==> src/rtl/stack_arbiter.sv <==
// Round-robin push/pop arbiter and sequencer for a shared falling-edge LIFO stack.
// Tracks occupancy locally and drives the stack's synchronous reset for init and flush.
module stack_arbiter #(
  parameter int  DATA_WIDTH = 8,
  parameter int  STACK_SIZE = 4,
  localparam int CW         = $clog2(STACK_SIZE + 1)
) (
  input  logic                  clk,
  input  logic                  reset,
  input  logic                  req_a,
  input  logic                  req_b,
  input  logic                  op_a,
  input  logic                  op_b,
  input  logic [DATA_WIDTH-1:0] wdata_a,
  input  logic [DATA_WIDTH-1:0] wdata_b,
  input  logic                  flush,
  output logic                  gnt_a,
  output logic                  gnt_b,
  output logic                  rvalid_a,
  output logic                  rvalid_b,
  output logic [DATA_WIDTH-1:0] rdata,
  output logic                  err,
  output logic [CW-1:0]         count,
  output logic                  stk_push,
  output logic                  stk_pop,
  output logic                  stk_reset,
  output logic [DATA_WIDTH-1:0] stk_wdata,
  input  logic [DATA_WIDTH-1:0] stk_rdata,
  output logic [2:0]            state_dbg
);

  // Handshake: a requester holds req/op/wdata until it sees its one-cycle gnt
  // pulse; the result arrives on the following cycle as a one-cycle rvalid pulse
  // with rdata/err valid alongside it.
  typedef enum logic [2:0] {
    S_INIT  = 3'd0,
    S_IDLE  = 3'd1,
    S_ISSUE = 3'd2,
    S_RESP  = 3'd3,
    S_FLUSH = 3'd4
  } state_t;

  localparam logic [CW-1:0] FULL = CW'(STACK_SIZE);

  state_t                state_q, state_d;
  logic                  last_b_q, last_b_d;
  logic                  win_b_q, win_b_d;
  logic                  op_q, op_d;
  logic                  rej_q, rej_d;
  logic [CW-1:0]         count_d;
  logic                  gnt_a_d, gnt_b_d, rvalid_a_d, rvalid_b_d, err_d;
  logic                  stk_push_d, stk_pop_d, stk_reset_d;
  logic [DATA_WIDTH-1:0] rdata_d, stk_wdata_d;
  logic                  pick_b, pick_op, pick_rej;
  logic [DATA_WIDTH-1:0] pick_wdata;

  assign state_dbg = state_q;

  always_comb begin
    state_d     = state_q;
    last_b_d    = last_b_q;
    win_b_d     = win_b_q;
    op_d        = op_q;
    rej_d       = rej_q;
    count_d     = count;
    gnt_a_d     = 1'b0;
    gnt_b_d     = 1'b0;
    rvalid_a_d  = 1'b0;
    rvalid_b_d  = 1'b0;
    err_d       = 1'b0;
    rdata_d     = '0;
    stk_push_d  = 1'b0;
    stk_pop_d   = 1'b0;
    stk_reset_d = 1'b0;
    stk_wdata_d = '0;

    // On a tie the port that was not granted last wins.
    pick_b     = req_b & (~req_a | ~last_b_q);
    pick_op    = pick_b ? op_b : op_a;
    pick_wdata = pick_b ? wdata_b : wdata_a;
    pick_rej   = pick_op ? (count == '0) : (count == FULL);

    case (state_q)
      S_INIT: state_d = S_IDLE;
      S_IDLE: begin
        if (flush) begin
          state_d     = S_FLUSH;
          stk_reset_d = 1'b1;
        end else if (req_a | req_b) begin
          state_d    = S_ISSUE;
          win_b_d    = pick_b;
          last_b_d   = pick_b;
          op_d       = pick_op;
          rej_d      = pick_rej;
          gnt_a_d    = ~pick_b;
          gnt_b_d    = pick_b;
          stk_push_d = ~pick_op & ~pick_rej;
          stk_pop_d  = pick_op & ~pick_rej;
          if (~pick_op & ~pick_rej) stk_wdata_d = pick_wdata;
        end
      end
      S_ISSUE: begin
        // The stack acted on the falling edge inside ISSUE, so stk_rdata is settled here.
        state_d    = S_RESP;
        rvalid_a_d = ~win_b_q;
        rvalid_b_d = win_b_q;
        err_d      = rej_q;
        if (op_q & ~rej_q) rdata_d = stk_rdata;
        if (!rej_q) count_d = op_q ? count - CW'(1) : count + CW'(1);
      end
      S_RESP:  state_d = S_IDLE;
      S_FLUSH: begin
        state_d = S_IDLE;
        count_d = '0;
      end
      default: state_d = S_IDLE;
    endcase
  end

  always_ff @(posedge clk or negedge reset) begin
    if (!reset) begin
      state_q   <= S_INIT;
      last_b_q  <= 1'b1;
      win_b_q   <= 1'b0;
      op_q      <= 1'b0;
      rej_q     <= 1'b0;
      count     <= '0;
      gnt_a     <= 1'b0;
      gnt_b     <= 1'b0;
      rvalid_a  <= 1'b0;
      rvalid_b  <= 1'b0;
      err       <= 1'b0;
      rdata     <= '0;
      stk_push  <= 1'b0;
      stk_pop   <= 1'b0;
      stk_reset <= 1'b1;
      stk_wdata <= '0;
    end else begin
      state_q   <= state_d;
      last_b_q  <= last_b_d;
      win_b_q   <= win_b_d;
      op_q      <= op_d;
      rej_q     <= rej_d;
      count     <= count_d;
      gnt_a     <= gnt_a_d;
      gnt_b     <= gnt_b_d;
      rvalid_a  <= rvalid_a_d;
      rvalid_b  <= rvalid_b_d;
      err       <= err_d;
      rdata     <= rdata_d;
      stk_push  <= stk_push_d;
      stk_pop   <= stk_pop_d;
      stk_reset <= stk_reset_d;
      stk_wdata <= stk_wdata_d;
    end
  end

endmodule

==> config.mk <==
export PLATFORM = sky130hd
export DESIGN_NAME = stack_arbiter
export DESIGN_NICKNAME = d
export VERILOG_FILES = /design/src/rtl/stack_arbiter.sv
export SDC_FILE = /design/constraint.sdc
export NUM_CORES = 1
export LEC_CHECK = 0
export CAP_MARGIN = 20
export CORE_MARGIN = 5
export CORE_UTILIZATION = 31
export DETAILED_ROUTE_END_ITERATION = 6
export GPL_TIMING_DRIVEN = 0
export PLACE_DENSITY = 0.69
export SYNTH_ARGS = -nofsm -noshare
export SYNTH_HDL_FRONTEND = slang
export SYNTH_SLANG_ARGS = --single-unit
export TNS_END_PERCENT = 5
==> constraint.sdc <==
create_clock -name clk -period 2.5 [get_ports clk]
set_clock_uncertainty 0.05 [all_clocks]
set_input_delay 0.25 -clock clk [delete_from_list [all_inputs] [get_ports clk]]
set_output_delay 0.25 -clock clk [all_outputs]
set_load 0.005 [all_outputs]
==> impl_metrics.toml <==
[cts]
cts_tree = "done"
cts_max_level = 2
clk_latency_ns = 0.27
cts_max_path_buffers = 2
root_buffer = "clkbuf_8"
cts_hold_buf = 0
post_cts_buffers = 0
clkSinkCount = 34
numCtsBuffers = 5
cts_resized = 0
path_clk_slew_ns = 0.07

[yosys]
synth_fa_ha_area_share_pct = 1.43
synth_top_area_cell = "dfrtp_1"
synthXorXnorAreaFrac_pct = 1.25
ys_seq_elements = 34
synth.area.mux_share_pct = 0.983
synth-simple-area-share_pct = 20.6
synth_compound_area_share_pct = 11.8
syn_nets = 153
syn_area_per_cell_sq_um = 11.6
ys_warn_count = 0
synth_area_sq_um = 1400
ys_types = 31
yosysTopAreaCellShare_pct = 57.2
synthTopCellsByArea = "dfrtp_1 (57%), nand2_1 (6.7%), and2_1 (4.5%), dfstp_2 (3.8%), a21oi_1 (3.2%)"
yosysSeqAreaShare_pct = 60.9
syn-instance-count = 121
synth_top_family_by_area = "simple AND/OR/NAND/NOR gates"

[place]
place_area_sq_um = 2060
hpwl_um = 2420
port_buffers = 60
place_congestion = 0.735
dp_cells = 233
dp_slack_ns = 0.520

[routing]
avgViaCountPerCell = 4.54
vias = 1089
detail_route.iter0.violations = 35
drtAntennaViolNets = 0
wirelength_um = 3140
dr.pass1.iters = 4
drc = 0
wl_per_cell_um = 13.1

[global_route]
grt_first_pass_wirelength_um = 5260
grt_remaining_overflow = 0
grt_pass1_vias = 1076
grtUsageTotal_pct = 11.3
antenna_found_initial = 0
grt_max_degree = 35

[worst_hold_path]
hold_class = "in -> async"

[timing]
whs_ns = -0.0153
max_freq_mhz = 502
slew_violations = 0
tightest_slew_ns = 0.741
rsz0062_at_grt = "false"
relSlewSlack_pct = 50.6
fin_crit_sh_pct = 79.8
final-hold-violation-count = 31
finalSetupTns_ns = 0
min_period_ns = 1.99
fin_ws_ns = 0.506
setup_violations = 0

[layout]
design_area_sq_um = 2140
final_cell_count_no_fill = 240
drive_gt1_share_pct = 10.6
layout.nets = 220
syn_to_final_growth_pct = 52.6
diodes = 0
finish.utilization_pct = 49.1

[power_and_ir_drop]
swShare_pct = 31.3
intPower_mw = 1.25
p_clk_share_pct = 20.5
p_switching_mw = 0.570
power_density_nw_per_um2 = 851
p_leak_nw = 0.971
p_seq_share_pct = 43.0
max-vdd-ir-drop_v = 0.000355
combPwrFrac_pct = 36.5
p_total_mw = 1.82

[run_status]
status = "complete, but fails checks"
violations = "hold timing"

[floorplanning]
start_util_pct = 32.2
pin_count = 61
core_area_sq_um = 4350
die_area_sq_um = 5960
die_height_um = 77.2
num_rows = 24
fp.dieW_um = 77.2

[worst_setup_path]
criticalPathCategory = "reg -> reg"
critPathSlowestCell = "dfrtp_1"
cp_max_fo = 7
start_kind = "flip-flop"
critPathCaptureType = "flip-flop"
worstPathCellList = "inv_1 > fa_1 > xor2_1 > or4_1 > o21ai_0 > a22o_1"
crit_family = "flip-flops"
cp.arrival_ns = 2.16
critPathBufInv = 1
slowest_delay_ns = 0.47
required_ns = 2.67

[flow_run]
drv_cap = 0
worst paths after layout:
check                                      from              endpoint  slack (ns)  cells past startpoint
max                        count[0]$_DFFE_PN0P_  count[2]$_DFFE_PN0P_        0.51                      6
min in group clk            win_b_q$_DFFE_PN0P_    rvalid_a$_DFF_PN0_        0.41                      1
min                                       reset       gnt_a$_DFF_PN0_       -0.02                      1
max reg2reg                count[0]$_DFFE_PN0P_  count[2]$_DFFE_PN0P_        0.51                      6
min reg2reg                 win_b_q$_DFFE_PN0P_    rvalid_a$_DFF_PN0_        0.41                      1
max in group asynchronous                 reset    rvalid_a$_DFF_PN0_        1.94                      1
layout by cell type, fill, tap and decap left out:
master,netlist,layout
clkdlybuf4s50_1,0,59
dfrtp_1,32,32
nand2_1,25,25
and2_1,10,10
a21oi_1,9,9
clkbuf_8,0,5
inv_1,4,4
o21ai_0,4,4
nor2_1,3,3
nor3_1,3,3
a22o_1,3,3
buf_6,2,2
buf_2,1,2
nor3b_1,2,2
and3_1,2,2
xor2_1,2,2
o21bai_1,2,2
clkbuf_1,0,2
dfstp_2,2,2
a21boi_2,1,1
nor4b_4,1,1
o21ai_2,1,1
nand3_1,1,1
mux2i_2,1,1
nand3b_4,1,1
and2_2,1,1
o31ai_1,1,1
or4_1,1,1
a31oi_1,1,1
a21o_2,1,1
o41ai_2,1,1
or3_2,1,1
nor2b_1,1,1
fa_1,1,1
routing by layer:
| metal | track usage (%) | vias to the layer above | wire, um | part of all wire (%) |
|---|---|---|---|---|
| met5 | 0 | - | 0 | 0 |
| met4 | 6.70 | 0 | 54 | 1.7 |
| met3 | 4.45 | 5 | 341 | 11 |
| met2 | 15.9 | 58 | 1340 | 43 |
| met1 | 14.6 | 489 | 1400 | 45 |
| li1 | - | 537 | - | - |
power groups by stage:
stage	logic, mW	clock network [mW]	registers [mW]
3_3_place_gp	0.667	0	0.790
5_1_grt	0.741	0.415	0.800
3_5_place_dp	0.676	0	0.791
6_report	0.664	0.372	0.782
4_1_cts	0.677	0.386	0.783
2_1_floorplan	0.365	0	0.782
kinds of logic after synthesis:
family	after synthesis
AO/OA/AOI/OAI	24
XOR/XNOR	2
adder cells (fa/ha/maj)	1
buffers and inverters	7
flip-flops	34
multiplexers	1
AND/OR/NAND/NOR	52
area by class of cell:
type                            count  area [sq um]
Timing Repair Buffer               60           596
Buffer                              3          27.5
Inverter                            4          15.0
Clock buffer                        7          76.3
Fill cell                         407          2220
Tap cell                           52          65.1
Multi-Input combinational cell     80           504
Sequential cell                    34           853
worst reg2reg max path, cell delays in order (launching register included):
cell and delay (ns):
dfrtp_1 0.47, inv_1 0.12, fa_1 0.44, xor2_1 0.16, or4_1 0.40, o21ai_0 0.17
a22o_1 0.14
synth_stat cells:
| cell type | count |
|---|---|
| a31oi_1 | 1 |
| and2_2 | 1 |
| or4_1 | 1 |
| nor4b_4 | 1 |
| a21boi_2 | 1 |
| buf_2 | 1 |
| o31ai_1 | 1 |
| o21ai_0 | 4 |
| a21o_2 | 1 |
| o21ai_2 | 1 |
| fa_1 | 1 |
| dfstp_2 | 2 |
| nor2b_1 | 1 |
| a21oi_1 | 9 |
| and2_1 | 10 |
| o21bai_1 | 2 |
| xor2_1 | 2 |
| nor3_1 | 3 |
| nand2_1 | 25 |
| or3_2 | 1 |
| nor3b_1 | 2 |
| buf_6 | 2 |
| dfrtp_1 | 32 |
| mux2i_2 | 1 |
| nor2_1 | 3 |
| nand3b_4 | 1 |
| a22o_1 | 3 |
| o41ai_2 | 1 |
| and3_1 | 2 |
| inv_1 | 4 |
| nand3_1 | 1 |
state kept, by name, summed over array words and instances (netlist names), 3 cells and up:
register,count
count,3
rdata,8
state_dbg,3
stk_wdata,8
(Power assumes the default switching activity.)
